[config.mk]
export PLATFORM = sky130hd
export DESIGN_NAME = mmio_initiator
export DESIGN_NICKNAME = d
export VERILOG_FILES = /design/src/rtl/mmio_pkg.sv /design/src/rtl/mmio_slot_decode.sv /design/src/rtl/mmio_initiator.sv
export SDC_FILE = /design/constraint.sdc
export NUM_CORES = 1
export LEC_CHECK = 0
export ABC_AREA = 1
export CORE_ASPECT_RATIO = 0.7
export CORE_MARGIN = 2
export CORE_UTILIZATION = 39
export CTS_CLUSTER_DIAMETER = 60
export CTS_CLUSTER_SIZE = 16
export DETAILED_ROUTE_END_ITERATION = 16
export GPL_TIMING_DRIVEN = 0
export PLACE_DENSITY_LB_ADDON = 0.15
export SETUP_SLACK_MARGIN = 0.05
export SLEW_MARGIN = 40
export SYNTH_ARGS = -nofsm -noshare
export SYNTH_HDL_FRONTEND = slang
export SYNTH_SLANG_ARGS = --single-unit
[constraint.sdc]
create_clock -name clk -period 5.9 [get_ports clk]
set_input_delay 1.475 -clock clk [delete_from_list [all_inputs] [get_ports clk]]
set_output_delay 1.475 -clock clk [all_outputs]
set_load 0.02 [all_outputs]
[src/rtl/mmio_pkg.sv]
// mmio_pkg: shared types and constants for the MMIO slot initiator.
package mmio_pkg;
    localparam int SLOT_ADDR_W = 8;
    typedef enum logic [1:0] {OK, SLAVE_ERR, DECODE_ERR, TIMEOUT} resp_err_e;
    typedef enum logic [1:0] {IDLE, WAIT, COMPLETE} state_e;
endpackage

[src/rtl/mmio_slot_decode.sv]
// mmio_slot_decode: window hit and one-hot slot select from a byte address.
module mmio_slot_decode
    import mmio_pkg::*;
#(
    parameter int          NUM_SLOTS = 4,
    parameter logic [31:0] BASE_ADDR = 32'h8000_0000
) (
    input  logic [31:0]          req_addr,
    output logic                 hit,
    output logic [NUM_SLOTS-1:0] select
);
    localparam int SW  = $clog2(NUM_SLOTS);
    localparam int TOP = SLOT_ADDR_W + SW;
    logic unused_offset;
    assign hit           = req_addr[31:TOP] == BASE_ADDR[31:TOP];
    assign select        = NUM_SLOTS'(1) << req_addr[SLOT_ADDR_W +: SW];
    assign unused_offset = ^req_addr[SLOT_ADDR_W-1:0];
endmodule

[src/rtl/mmio_initiator.sv]
// mmio_initiator: single-outstanding MMIO bus master driving the slot interface.
// Optional watchdog enabled by defining MMIO_INITIATOR_TIMEOUT_EN.
module mmio_initiator
    import mmio_pkg::*;
#(
    parameter int          NUM_SLOTS      = 4,
    parameter logic [31:0] BASE_ADDR      = 32'h8000_0000,
    parameter int          TIMEOUT_CYCLES = 255
) (
    input  logic                        clk,
    input  logic                        arst,
    input  logic                        req_valid,
    output logic                        req_ready,
    input  logic                        req_write,
    input  logic [31:0]                 req_addr,
    input  logic [31:0]                 req_wdata,
    output logic                        resp_valid,
    output logic [31:0]                 resp_rdata,
    output logic [1:0]                  resp_err,
    output logic [NUM_SLOTS-1:0]        chip_select,
    output logic                        read,
    output logic                        write,
    output logic [SLOT_ADDR_W-1:0]      addr,
    output logic [31:0]                 wr_data,
    output logic                        transaction_completed,
    input  logic [NUM_SLOTS-1:0][31:0]  slot_rd_data,
    input  logic [NUM_SLOTS-1:0]        slot_wr_done,
    input  logic [NUM_SLOTS-1:0]        slot_rd_done,
    input  logic [NUM_SLOTS-1:0]        slot_slave_error,
    input  logic [NUM_SLOTS-1:0]        slot_decode_error
);
    state_e state, state_n;
    logic hit, is_bus, done, de, se, timed_out, accept, finish;
    logic [NUM_SLOTS-1:0] onehot;
    logic [31:0] sel_rdata;

    mmio_slot_decode #(.NUM_SLOTS(NUM_SLOTS), .BASE_ADDR(BASE_ADDR)) u_dec (
        .req_addr(req_addr),
        .hit(hit),
        .select(onehot)
    );

    // chip_select is the latched one-hot, so it doubles as the slot mask in WAIT
    always_comb begin
        sel_rdata = '0;
        for (int i = 0; i < NUM_SLOTS; i++)
            sel_rdata = sel_rdata | (chip_select[i] ? slot_rd_data[i] : 32'h0);
    end
    assign done = |(chip_select & (write ? slot_wr_done : slot_rd_done));
    assign de   = |(chip_select & slot_decode_error);
    assign se   = |(chip_select & slot_slave_error);

`ifdef MMIO_INITIATOR_TIMEOUT_EN
    localparam int CNT_W = TIMEOUT_CYCLES < 256 ? 8 : $clog2(TIMEOUT_CYCLES + 1);
    logic [CNT_W-1:0] cnt;
    always_ff @(posedge clk or posedge arst) begin
        if (arst) cnt <= '0;
        else cnt <= (state == WAIT) ? cnt + 1'b1 : '0;
    end
    assign timed_out = cnt == CNT_W'(TIMEOUT_CYCLES - 1);
`else
    assign timed_out = TIMEOUT_CYCLES < 0;
`endif

    assign accept                = state == IDLE && req_valid;
    assign finish                = state == WAIT && (done || timed_out);
    assign req_ready             = state == IDLE;
    assign resp_valid            = state == COMPLETE;
    assign transaction_completed = state == COMPLETE && is_bus;

    always_comb begin
        state_n = accept ? (hit ? WAIT : COMPLETE) : finish ? COMPLETE : state == COMPLETE ? IDLE : state;
    end

    always_ff @(posedge clk or posedge arst) begin
        if (arst) begin
            state       <= IDLE;
            chip_select <= '0;
            read        <= 1'b0;
            write       <= 1'b0;
            addr        <= '0;
            wr_data     <= '0;
            resp_rdata  <= '0;
            resp_err    <= OK;
            is_bus      <= 1'b0;
        end else begin
            state <= state_n;
            if (accept) begin
                chip_select <= hit ? onehot : '0;
                read        <= hit && !req_write;
                write       <= hit && req_write;
                addr        <= req_addr[SLOT_ADDR_W-1:0];
                wr_data     <= req_wdata;
                resp_rdata  <= '0;
                resp_err    <= hit ? OK : DECODE_ERR;
                is_bus      <= hit;
            end else if (finish) begin
                chip_select <= '0;
                read        <= 1'b0;
                write       <= 1'b0;
                resp_err    <= !done ? TIMEOUT : de ? DECODE_ERR : se ? SLAVE_ERR : OK;
                resp_rdata  <= (done && read && !de && !se) ? sel_rdata : '0;
            end
        end
    end
endmodule

# [Word-level counts from Yosys, hierarchy flattened]
# Cells that the tools add are included.
[word_totals] register_bits=83 inputBits=212 out_inout_bits=83 elab_cells=60
[op_classes] muxes=24 bitwise=6 n_eq_ne=3 shift=1 reduce_logical=17
[op_table] op="2-to-1 mux 32 bit" n=7
[op_table] op="OR 32 bit" n=3
[op_table] op="equality test 22 bit (second input constant)" n=1
[op_table] op="2-to-1 mux 2 bit" n=9
[op_table] op="2-to-1 mux 4 bit" n=4
[op_table] op="bitwise AND 4 bit" n=3
[op_table] op="OR reduction 4 bit" n=3
[op_table] op="logical AND 1 bit" n=8
[op_table] op="2-to-1 mux 1 bit" n=4
[op_table] op="left shift 1 x 2 -> 4 bit (first input constant)" n=1
[op_table] op="zero test 1 bit" n=3
[op_table] op="nonzero test 3 bit" n=1
[op_table] op="equality test 2 x 1 -> 1 bit (second input constant)" n=1
[op_table] op="equality test 2 bit (second input constant)" n=1
[op_table] op="zero test 2 bit" n=1
[op_table] op="nonzero test 2 bit" n=1

# [Longest topological paths before layout]
[logic_depth] word_depth=9 ltp_mapped=9 depth_no_buf=9

# [By module]
# A second synthesis with hierarchy kept.
[unflattened] cells_unflattened=612 area_unflattened_um2=4485.6
[by_module_without_submodules] module="mmio_initiator" instances=1 seq_area_each_um2=2077.0 area_each_um2=4376.7 cells_each=584
[by_module_without_submodules] module="mmio_slot_decode" instances=1 seq_area_each_um2=0.0 area_each_um2=108.9 cells_each=28

# [Worst setup path after synthesis]
# Ideal clock, no wire load.
[synth_path] kind="input to register" start="in slot_wr_done[0]" end="reg resp_rdata[0]" path_stages=9 t_arrival_ps=2266 t_required_ps=5783 setup_slack_ps=3517 cell_sequence="inv_1 nand2_1 nand3_1 nand2_2 nor2_4 buf_2 nor3_1 nand2_1 nand2_1"
[synth_between] elab_chain_cells=9 elab_cells_between_ends=11
[synth_rtl] element="start: declaration" line_no="mmio_initiator.sv:27" source="input logic [NUM_SLOTS-1:0] slot_wr_done,"
[synth_rtl] element="2-to-1 mux 4 bit (*)" line_no="mmio_initiator.sv:49" source="assign done = |(chip_select & (write ? slot_wr_done : slot_rd_done));"
[synth_rtl] element="bitwise AND 4 bit (*)" line_no="mmio_initiator.sv:49"
[synth_rtl] element="OR reduction 4 bit (*)" line_no="mmio_initiator.sv:49"
[synth_rtl] element="logical AND 1 bit (3 in a row)" line_no="mmio_initiator.sv:102" source="resp_rdata <= (done && read && !de && !se) ? sel_rdata : '0;"
[synth_rtl] element="2-to-1 mux 32 bit" line_no="mmio_initiator.sv:102"
[synth_rtl] element="2-to-1 mux 32 bit" line_no="mmio_initiator.sv:97" source="end else if (finish) begin"
[synth_rtl] element="2-to-1 mux 32 bit" line_no="mmio_initiator.sv:88" source="if (accept) begin"
[synth_rtl] element="end signal: assignment" line_no="mmio_initiator.sv:102"
[synth_rtl] element="end: declaration" line_no="mmio_initiator.sv:18" source="output logic [31:0] resp_rdata,"
# Every way passes the cells marked *; elsewhere a longest branch is shown, timed or not. The select of a mux whose other input is x is not followed.
# A chain may end at the register's enable or synchronous reset.

# [Final worst setup path]
[layout_path] start="reg state[0]" end="out transaction_completed"
[layout_between] elab_chain_cells=2
[layout_rtl] element="start: declaration" line_no="mmio_initiator.sv:32" source="state_e state, state_n;"
[layout_rtl] element="start signal: assignment" line_no="mmio_initiator.sv:87" source="state <= state_n;"
[layout_rtl] element="equality test 2 bit" line_no="mmio_initiator.sv:69" source="assign transaction_completed = state == COMPLETE && is_bus;"
[layout_rtl] element="logical AND 1 bit" line_no="mmio_initiator.sv:69"
[layout_rtl] element="end: declaration" line_no="mmio_initiator.sv:25" source="output logic transaction_completed,"
# Every way passes these cells.

==> results.sh <==
export IMPL_die_w_um=132
export IMPL_final_cells=1106
export IMPL_status="completed"
export IMPL_tns_ps=0
export IMPL_p_sw_share_pct=23.9
export IMPL_numCtsBuffers=9
export IMPL_cp_buffers_inverters=2
export IMPL_clkPwrFrac_pct=39.6
export IMPL_multi_input_area_um2=2100
export IMPL_grt_pass1_vias=5412
export IMPL_wl_per_cell_um=15.3
export IMPL_area_growth_pct=78.7
export IMPL_max_freq_mhz=322
export IMPL_routabilityCongestion=0.810
export IMPL_critPathRequiredTime_ps=4430
export IMPL_min_period_over_period_pct=52.6
export IMPL_syn_area_um2=4460
export IMPL_period_needed_ps=3100
export IMPL_yosys_most_used_dff="dfrtp_1"
export IMPL_grt_max_degree=47
export IMPL_seq_area_um2=2080
export IMPL_detail_route_antenna_nets=0
export IMPL_vias=5439
export IMPL_dp_hpwl_um=13400
export IMPL_core_area_um2=11100
export IMPL_critical_path_top_delay_family="buffers and inverters"
export IMPL_drt_first_pass_iters=5
export IMPL_syn_area_per_cell_um2=6.94
export IMPL_cap_viol_max_count=0
export IMPL_fill_cells=902
export IMPL_synth_area_top_cells="dfrtp_1 47%, nand2_1 27%, nand3_1 9.0%"
export IMPL_diodes=0
export IMPL_grt_pass1_wl_um=26900
export IMPL_worstSkewPairLatency_ps=340
export IMPL_nNetsFinal=1160
export IMPL_start_util_pct=40.2
export IMPL_design_area_um2=7970
export IMPL_relSlewSlack_pct=60.0
export IMPL_antenna_found_initial=0
export IMPL_slowest_delay_ps=630
export IMPL_cts_tree="yes"
export IMPL_critical_path_endpoint_type="primary output"
export IMPL_yosysMostFrequentCell="nand2_1"
export IMPL_pwr_share_comb_pct=21.8
export IMPL_total_power_uw=1630
export IMPL_setup_viol=0
export IMPL_crit_arrival_ps=1630
export IMPL_clkTransAtPathRegs_ps=60
export IMPL_worstSetupPathType="register to primary output"
export IMPL_die_area_um2=12300
export IMPL_cts_buffer_depth=2
export IMPL_drc=0
export IMPL_portBuffers=294
export IMPL_pwr_share_seq_pct=38.6
export IMPL_critPathLaunchType="register"
export IMPL_via_per_inst=4.92
export IMPL_drive_above_1_share_pct=5.25
export IMPL_cellPowerDensity_nw_per_um2=204
export IMPL_grt_overflow_total=0
export IMPL_grt_usage_pct=27.8
export IMPL_cts_hold_buf=0
export IMPL_slew_violations=0
export IMPL_max_vdd_ir_drop_mv=0.142
export IMPL_fin_skew_ps=4.10
export IMPL_rsz0062_at_grt="no"
export IMPL_ys_async_sr_fraction_pct=100
export IMPL_syn_nets=854
export IMPL_ys_ff_latch=83
export IMPL_cts_setup_buffers=0
export IMPL_dpl_cell_count=1090
export IMPL_die_h_um=93.4
export IMPL_cts_root_buffer="clkbuf_16"
export IMPL_synthCells=642
export IMPL_cts_sinks=83
export IMPL_finalHoldViolCount=0
export IMPL_crit_chain="inv_1, and3_1, clkdlybuf4s50_1"
export IMPL_ios=295
export IMPL_totalWireLength_um=16900
export IMPL_hp_class="register to register"
export IMPL_leakagePower_uw=0.00369
export IMPL_path_max_fanout=5
export IMPL_worst_slew_pin_slew_ps=601
export IMPL_ctsResizeCount=0
export IMPL_p_int_uw=1240
export IMPL_htree_num_levels=3
export IMPL_cpMaxStageDelayCell="clkdlybuf4s50_1"
export IMPL_synth_common_cells="322 x nand2_1, 83 x dfrtp_1, 80 x nand3_1"
export IMPL_synth_top_area_cell="dfrtp_1"
export IMPL_row_count=32
export IMPL_ys_warn_count=0
export IMPL_place_area_um2=7620
export IMPL_yosys_area_top_type_share_pct=46.6
export IMPL_first_iter_violations=229
export IMPL_synth_edf_count=0
export IMPL_seq_area_frac_synth_pct=46.6
export IMPL_ys_types=20
export IMPL_switchingPower_uw=388
## cell families (layout without fill, tap and decap cells)
| kind of cell | after synthesis | in the layout | synth area share, % |
|---|---|---|---|
| simple gates | 463 | 463 | 43.0 |
| buf+inv | 61 | 372 | 6.34 |
| flops | 83 | 83 | 46.6 |
| compound gates | 35 | 35 | 4.07 |
## worst min-delay path, delay by kind of cell (launching register included)
family / cells / cell delay [ps]
flops: 1 / 340
simple gates: 2 / 100
## cell usage in the layout, fill, tap and decap left out, types with 2 or more instances in the layout
cell | netlist | layout
clkbuf_1 | 13 | 14
clkbuf_16 | 0 | 9
nand4_1 | 5 | 5
nor3_1 | 32 | 32
buf_1 | 2 | 2
bufinv_16 | 0 | 3
a21oi_1 | 32 | 32
clkdlybuf4s50_1 | 0 | 294
clkinv_2 | 0 | 2
inv_1 | 17 | 16
nor2_1 | 20 | 20
dfrtp_1 | 83 | 83
buf_2 | 25 | 25
nand2_1 | 322 | 322
buf_6 | 3 | 3
nand3_1 | 80 | 80
## final cells by class
class	instances	share of cell area, %
plain buffers	43	2.70
clock buffers	11	3.05
clock inverters	5	1.26
inverters	18	0.911
multi-input cells	498	26.3
flip-flops and latches	83	26.1
well taps	153	2.40
repair buffers	295	37.3
## power by group through the flow
stage | logic [uW] | clock network [uW] | registers (uW)
floorplan | 63.7 | 0 | 683
global placement | 345 | 0 | 636
detailed placement | 355 | 0 | 638
CTS | 357 | 655 | 628
global route | 379 | 681 | 632
finish | 354 | 645 | 628
## final timing paths
kind,startpoint,end,slack [ps],cells past startpoint
worst max-delay path,state[0]$_DFFE_PP0P_,transaction_completed,2800,3
worst max register to register,chip_select[1]$_DFFE_PP0P_,resp_rdata[6]$_DFFE_PP0P_,4160,9
worst min-delay path,wr_data[5]$_DFFE_PP0P_,wr_data[5]$_DFFE_PP0P_,480,2
worst min register to register,wr_data[5]$_DFFE_PP0P_,wr_data[5]$_DFFE_PP0P_,480,2
min in group asynchronous,arst,wr_data[28]$_DFFE_PP0P_,1500,2
max in group asynchronous,arst,resp_rdata[0]$_DFFE_PP0P_,3850,3
## layer usage
layer	vias up	wire, um	GRT usage, %
li1	2654	-	-
met1	2546	7080	34.1
met2	219	8490	49.5
met3	20	1150	7.05
met4	0	233	6.43
met5	-	0	0
## per-stage QoR
| step | util [%] | setup WS (ps) | hold slack, ps |
|---|---|---|---|
| 3_3_place_gp | 68.4 | 1040 | 461 |
| 6_report | 71.8 | 2800 | 477 |
| 3_5_place_dp | 68.7 | 2850 | 465 |
| 2_1_floorplan | - | 2290 | 457 |
| 5_1_grt | 71.8 | 2710 | 496 |
| 4_1_cts | 71.8 | 2780 | 480 |
## registers in the layout, indices dropped and copies added (netlist names)
| name | cells |
|---|---|
| chip_select | 4 |
| resp_err | 2 |
| addr | 8 |
| write | 1 |
| state | 2 |
| is_bus | 1 |
| wr_data | 32 |
| read | 1 |
| resp_rdata | 32 |
Power figures use the tool's default switching activity.
